$ cat src/rtl/ov7670_pkg.sv
// Shared types for the OV7670 RGB444 capture path: FSM states, FIFO entry layout,
// RGB444 field widths.
package ov7670_pkg;

    localparam int R_W   = 4;
    localparam int G_W   = 4;
    localparam int B_W   = 4;
    localparam int RGB_W = R_W + G_W + B_W;

    // Coordinate field width in a FIFO entry; wide enough for any practical sensor mode.
    localparam int CRD_W = 12;

    typedef enum logic [1:0] {
        ST_SYNC   = 2'd0,
        ST_BLANK  = 2'd1,
        ST_ACTIVE = 2'd2
    } cap_state_e;

    typedef struct packed {
        logic [RGB_W-1:0] rgb;
        logic [CRD_W-1:0] col;
        logic [CRD_W-1:0] row;
        logic             first;
    } cap_entry_t;

endpackage

$ cat src/rtl/capture_fifo.sv
// Small synchronous FIFO; a push into a full FIFO succeeds when a pop happens in the
// same cycle. Head data reads as zero while empty.
module capture_fifo #(
    parameter int WIDTH = 8,
    parameter int DEPTH = 2
) (
    input  logic             clk,
    input  logic             rst_n,
    input  logic             i_wr,
    input  logic [WIDTH-1:0] i_wdata,
    input  logic             i_rd,
    output logic [WIDTH-1:0] o_rdata,
    output logic             o_full,
    output logic             o_empty
);
    localparam int AW = $clog2(DEPTH);

    logic [WIDTH-1:0] r_mem [DEPTH];
    logic [AW-1:0]    r_wp;
    logic [AW-1:0]    r_rp;
    logic [AW:0]      r_cnt;
    logic             w_wr;
    logic             w_rd;

    assign o_empty = (r_cnt == '0);
    assign o_full  = (r_cnt == (AW+1)'(DEPTH));
    assign w_rd    = i_rd & ~o_empty;
    assign w_wr    = i_wr & (~o_full | w_rd);
    assign o_rdata = o_empty ? '0 : r_mem[r_rp];

    always_ff @(posedge clk) begin
        if (!rst_n) begin
            r_wp  <= '0;
            r_rp  <= '0;
            r_cnt <= '0;
        end else begin
            if (w_wr) r_wp <= r_wp + AW'(1);
            if (w_rd) r_rp <= r_rp + AW'(1);
            r_cnt <= r_cnt + (AW+1)'(w_wr) - (AW+1)'(w_rd);
        end
    end

    always_ff @(posedge clk) begin
        if (w_wr) r_mem[r_wp] <= i_wdata;
    end

endmodule

$ cat src/rtl/ov7670_rgb444_capture.sv
// OV7670 RGB444 byte-pair capture into a small pixel FIFO with ready/valid output.
// Define OV7670_DECIM2_EN to keep only even-col/even-row pixels with halved coordinates.
module ov7670_rgb444_capture
    import ov7670_pkg::*;
#(
    parameter int H_ACTIVE   = 640,
    parameter int V_ACTIVE   = 480,
    parameter int FIFO_DEPTH = 2
) (
    input  logic                        clk,
    input  logic                        rst_n,
    input  logic                        cam_vsync,
    input  logic                        cam_href,
    input  logic [7:0]                  cam_data,
    output logic [RGB_W-1:0]            rgb,
    output logic                        en,
    input  logic                        ready,
    output logic                        frame_start,
    output logic                        frame_done,
    output logic [$clog2(H_ACTIVE)-1:0] col,
    output logic [$clog2(V_ACTIVE)-1:0] row,
    output logic                        overflow,
    output logic                        line_err
);
    localparam int COL_W = $clog2(H_ACTIVE);
    localparam int ROW_W = $clog2(V_ACTIVE);
    localparam logic [COL_W-1:0] COL_MAX = COL_W'(H_ACTIVE - 1);
    localparam logic [ROW_W-1:0] ROW_MAX = ROW_W'(V_ACTIVE - 1);

    logic             r_vsync, r_vsync_d, r_href, r_href_d;
    logic [7:0]       r_data;
    cap_state_e       r_state;
    logic             r_phase;
    logic [R_W-1:0]   r_red;
    logic [COL_W-1:0] r_col;
    logic [ROW_W-1:0] r_row;
    logic             r_first_pend;
    logic             r_overflow;
    logic             r_line_err;

    logic             w_vs_rise, w_href_fall, w_active;
    logic             w_keep, w_push, w_pop, w_full, w_empty;
    logic [COL_W-1:0] w_col_rpt;
    logic [ROW_W-1:0] w_row_rpt;
    cap_entry_t       w_wentry;
    cap_entry_t       w_head;

    // vsync history resets high so a pulse already in progress is not taken as a fresh rise.
    always_ff @(posedge clk) begin
        if (!rst_n) begin
            r_vsync   <= 1'b1;
            r_vsync_d <= 1'b1;
            r_href    <= 1'b0;
            r_href_d  <= 1'b0;
            r_data    <= '0;
        end else begin
            r_vsync   <= cam_vsync;
            r_vsync_d <= r_vsync;
            r_href    <= cam_href;
            r_href_d  <= r_href;
            r_data    <= cam_data;
        end
    end

    assign w_vs_rise   = r_vsync & ~r_vsync_d;
    assign w_href_fall = r_href_d & ~r_href;
    assign w_active    = (r_state == ST_ACTIVE);

    always_comb begin
`ifdef OV7670_DECIM2_EN
        w_keep    = ~r_col[0] & ~r_row[0];
        w_col_rpt = r_col >> 1;
        w_row_rpt = r_row >> 1;
`else
        w_keep    = 1'b1;
        w_col_rpt = r_col;
        w_row_rpt = r_row;
`endif
    end

    assign w_push = w_active & r_href & r_phase & w_keep;
    assign w_pop  = ~w_empty & ready;

    always_comb begin
        w_wentry.rgb   = {r_red, r_data};
        w_wentry.col   = CRD_W'(w_col_rpt);
        w_wentry.row   = CRD_W'(w_row_rpt);
        w_wentry.first = r_first_pend;
    end

    always_ff @(posedge clk) begin
        if (!rst_n) begin
            r_state      <= ST_SYNC;
            r_phase      <= 1'b0;
            r_red        <= '0;
            r_col        <= '0;
            r_row        <= '0;
            r_first_pend <= 1'b0;
            r_overflow   <= 1'b0;
            r_line_err   <= 1'b0;
        end else begin
            if (w_push && w_full && !w_pop) r_overflow <= 1'b1;
            if (w_push) r_first_pend <= 1'b0;
            case (r_state)
                ST_SYNC: begin
                    if (w_vs_rise) r_state <= ST_BLANK;
                end
                ST_BLANK: begin
                    if (!r_vsync) begin
                        r_state      <= ST_ACTIVE;
                        r_col        <= '0;
                        r_row        <= '0;
                        r_phase      <= 1'b0;
                        r_first_pend <= 1'b1;
                    end
                end
                ST_ACTIVE: begin
                    if (w_vs_rise) r_state <= ST_BLANK;
                    if (r_href) begin
                        r_phase <= ~r_phase;
                        if (!r_phase) r_red <= r_data[3:0];
                        else if (r_col != COL_MAX) r_col <= r_col + COL_W'(1);
                    end else begin
                        r_phase <= 1'b0;
                        // A fall on phase 1 leaves a half pixel behind; it is simply abandoned.
                        if (w_href_fall) begin
                            r_col <= '0;
                            if (r_row != ROW_MAX) r_row <= r_row + ROW_W'(1);
                            if (r_phase) r_line_err <= 1'b1;
                        end
                    end
                end
                default: r_state <= ST_SYNC;
            endcase
        end
    end

    capture_fifo #(
        .WIDTH ($bits(cap_entry_t)),
        .DEPTH (FIFO_DEPTH)
    ) u_fifo (
        .clk     (clk),
        .rst_n   (rst_n),
        .i_wr    (w_push),
        .i_wdata (w_wentry),
        .i_rd    (ready),
        .o_rdata (w_head),
        .o_full  (w_full),
        .o_empty (w_empty)
    );

    assign en          = ~w_empty;
    assign rgb         = w_head.rgb;
    assign col         = COL_W'(w_head.col);
    assign row         = ROW_W'(w_head.row);
    assign frame_start = w_pop & w_head.first;
    assign frame_done  = w_active & w_vs_rise;
    assign overflow    = r_overflow;
    assign line_err    = r_line_err;

endmodule

$ cat config.mk
export PLATFORM = sky130hd
export DESIGN_NAME = ov7670_rgb444_capture
export DESIGN_NICKNAME = d
export VERILOG_FILES = /design/src/rtl/ov7670_pkg.sv /design/src/rtl/capture_fifo.sv /design/src/rtl/ov7670_rgb444_capture.sv
export SDC_FILE = /design/constraint.sdc
export NUM_CORES = 1
export LEC_CHECK = 0
export CORE_UTILIZATION = 40
export CTS_BUF_LIST = sky130_fd_sc_hd__clkbuf_8
export CTS_CLUSTER_SIZE = 24
export DETAILED_ROUTE_END_ITERATION = 7
export PLACE_DENSITY = 0.56
export REMOVE_ABC_BUFFERS = 1
export SYNTH_ARGS = -nofsm -noshare
export SYNTH_HDL_FRONTEND = slang
export SYNTH_SLANG_ARGS = --single-unit
$ cat constraint.sdc
create_clock -name clk -period 5.09 [get_ports clk]
set_input_delay 1.527 -clock clk [delete_from_list [all_inputs] [get_ports clk]]
set_output_delay 1.527 -clock clk [all_outputs]
set_load 0.03 [all_outputs]
==> results_dict.tcl <==
set metrics [dict create \
    status "finished, final reports clean" \
    worstSetupEndpointType "output port" \
    maxCapViolations 0 \
    gp_congestion 0.8180 \
    p_total_mw 1.849 \
    crit_fanout 3 \
    wl_per_cell_um 15.23 \
    slew_violations 0 \
    htreeDepth 3 \
    rsz0062_at_grt "false" \
    antenna_found_initial 0 \
    die_y_um 107.3 \
    synth_area_per_cell_um2 12.16 \
    ys_seq_area_share_pct 64.07 \
    final_area_mm2 0.005304 \
    cts-resized-gates 0 \
    yosys-top-cells-count "edfxtp_1 (64), nor2_1 (50), dfxtp_1 (46)" \
    timing.rr.end "u_fifo.r_cnt[1]" \
    finalCriticalPeriod_ns 4.436 \
    cts-buffers-inserted 9 \
    synth-main-ff-cell "edfxtp_1" \
    grt_usage_pct 15.93 \
    synth_top_area_cell "edfxtp_1" \
    ys_types 46 \
    drtIter0Drc 136 \
    synth_edf_count 64 \
    rrSetupSlack_ns 2.81 \
    layout-drive-gt1-share_pct 6.938 \
    die_w_um 107.3 \
    first_pass_iters 6 \
    p_per_area_mw_per_mm2 348.6 \
    vias_per_cell 5.292 \
    fin_crit_sh_pct 87.16 \
    dpl_cell_area_mm2 0.005077 \
    die_area_mm2 0.01152 \
    diodes 0 \
    grt_pass1_vias 2796 \
    area_growth_pct 19.54 \
    hold_viol 0 \
    grt_max_degree 33 \
    cts_tree "built" \
    synth_top_cell_area_share_pct 43.32 \
    clock_latency_ns 0.36 \
    port_buffers 48 \
    root_buffer "clkbuf_8" \
    stdcell_count 558 \
    hold_start "r_data[7]" \
    cts_sinks 110 \
    max_freq_mhz 225.4 \
    cts_buffer_depth 2 \
    std_cell_rows 38 \
    ir_drop_mv 0.1686 \
    cts.clk_slew.worst_paths_ns 0.10 \
    synthCells 365 \
    slew_headroom_pct 46.09 \
    hold_path_class "flop to flop" \
    ant_nets 0 \
    cp-endpoint "frame_start" \
    synthTopCellsByArea "edfxtp_1 (43%), dfxtp_1 (21%), mux2i_1 (8.1%)" \
    path_class "input pin to output port" \
    post-cts-setup-buffers 0 \
    dp_cells 542 \
    dpl.hpwl_um 5425 \
    r2r_cells 10 \
    wirelength_um 8501 \
    cp-startpoint "ready" \
    grt_overflow_total 0 \
    ys_ff_latch 110 \
    io_pins 49 \
    yosysMostFrequentCell "edfxtp_1" \
    setup_viol 0 \
    start_util_pct 40.93 \
    synth-async-reset-ratio_pct 0 \
    r2r_start "u_fifo.r_cnt[1]" \
    fin_util_pct 48.93 \
    num_vias 2953 \
    tightest_slew_ns 0.8087 \
    fp.coreArea_mm2 0.01084 \
    critPathLaunchType "input pin" \
    p_leak_nw 1.684 \
    cts_hold_buf 0 \
    critPathArrivalTime_ns 2.91 \
    drc 0 \
    grt_pass1_wl_um 13960 \
    tns_ns 0 \
    synth_area_mm2 0.004437 \
    clock_skew_ns 0.009072 \
    final_nets 430 \
    yosysWarnings 0 \
    required_ns 3.56 \
]
## power by group
part / total (mW) / internal (mW) / switching, mW
sequential: 0.970 / 0.944 / 0.0264
clock: 0.582 / 0.284 / 0.298
combinational: 0.296 / 0.127 / 0.169
total: 1.85 / 1.36 / 0.493
## placed cells by master, fill, tap and decap left out, types with 2 or more instances in the layout
cell	count
a21oi_1	16
a311oi_1	4
a31oi_1	6
and2_1	12
and3b_1	2
and4_1	2
buf_4	7
bufinv_16	2
clkbuf_8	9
clkdlybuf4s50_1	48
dfxtp_1	45
edfxtp_1	64
ha_1	4
inv_1	6
inv_6	2
mux2i_1	36
nand2_1	18
nand2b_1	3
nand3_1	12
nand3b_1	3
nand4_1	3
nand4b_1	6
nand4bb_1	2
nor2_1	49
nor3b_1	2
nor4_1	3
o21a_1	2
o21ai_0	11
o21ai_1	2
o31ai_1	7
or3_1	3
or4_1	4
xnor2_1	2
xor2_1	2
## routing by layer
layer	track usage [%]	part of all wire, %	up-vias
met5	0	0	-
met3	3.814	3.0	6
met1	20.56	47	1457
li1	-	-	1442
met2	26.31	49	48
met4	5.284	1.1	0
## sequential cells by signal (all words and copies together), names as in the netlist, named ones only
register	count
r_href_d	1
u_fifo.r_cnt	2
r_vsync	1
line_err	1
u_fifo.r_wp	1
r_state	2
r_col	10
r_row	9
overflow	1
u_fifo.r_rp	1
r_data	8
r_href	1
r_vsync_d	1
r_first_pend	1
r_phase	1
r_red	4
u_fifo.r_mem	64
## how the worst min path moves through the flow
| stage | cells past startpoint | slack [ns] | endpoint |
|---|---|---|---|
| 5_1_grt | 0 | 0.45 | u_fifo.r_mem[0][26] |
| 3_3_place_gp | 0 | 0.41 | u_fifo.r_mem[1][24] |
| 6_report | 0 | 0.44 | u_fifo.r_mem[1][27] |
| 3_5_place_dp | 0 | 0.41 | u_fifo.r_mem[1][27] |
| 4_1_cts | 0 | 0.44 | u_fifo.r_mem[1][27] |
| 2_1_floorplan | 0 | 0.40 | u_fifo.r_mem[0][24] |
## metrics by stage
stage                     hold WS, ns  setup WS [ns]
after CTS                      0.4392         0.6535
after floorplan                0.4037         0.8027
after global routing           0.4515         0.6035
after detailed placement       0.4136         0.6654
final                          0.4384         0.6536
after global placement         0.4055         0.6833
## worst max-delay path, cell delays in order
cell	delay [ns]
clkdlybuf4s50_1	0.49
nand2_1	0.10
nor2_1	0.11
clkdlybuf4s50_1	0.67
## layout make-up
type | instances | area, um2
Clock inverter | 7 | 102.6
Timing Repair Buffer | 55 | 533.0
Fill cell | 1001 | 5537
Sequential cell | 110 | 2844
Tap cell | 140 | 175.2
Multi-Input combinational cell | 231 | 1503
Inverter | 6 | 22.52
Clock buffer | 9 | 123.9
## cells by family (layout without fill, tap and decap cells)
| family | Yosys count | after routing | share of synthesized area (%) |
|---|---|---|---|
| muxes | 37 | 37 | 8.376 |
| and+or+nand+nor | 132 | 132 | 15.65 |
| buffers and inverters | 24 | 77 | 2.228 |
| xor gates and xnor gates | 4 | 4 | 0.7898 |
| AOI/OAI and AO/OA | 54 | 54 | 7.755 |
| DFF | 110 | 110 | 64.07 |
| adders and majority gates | 4 | 4 | 1.128 |
No activity file was read; power rests on OpenSTA's default activity.
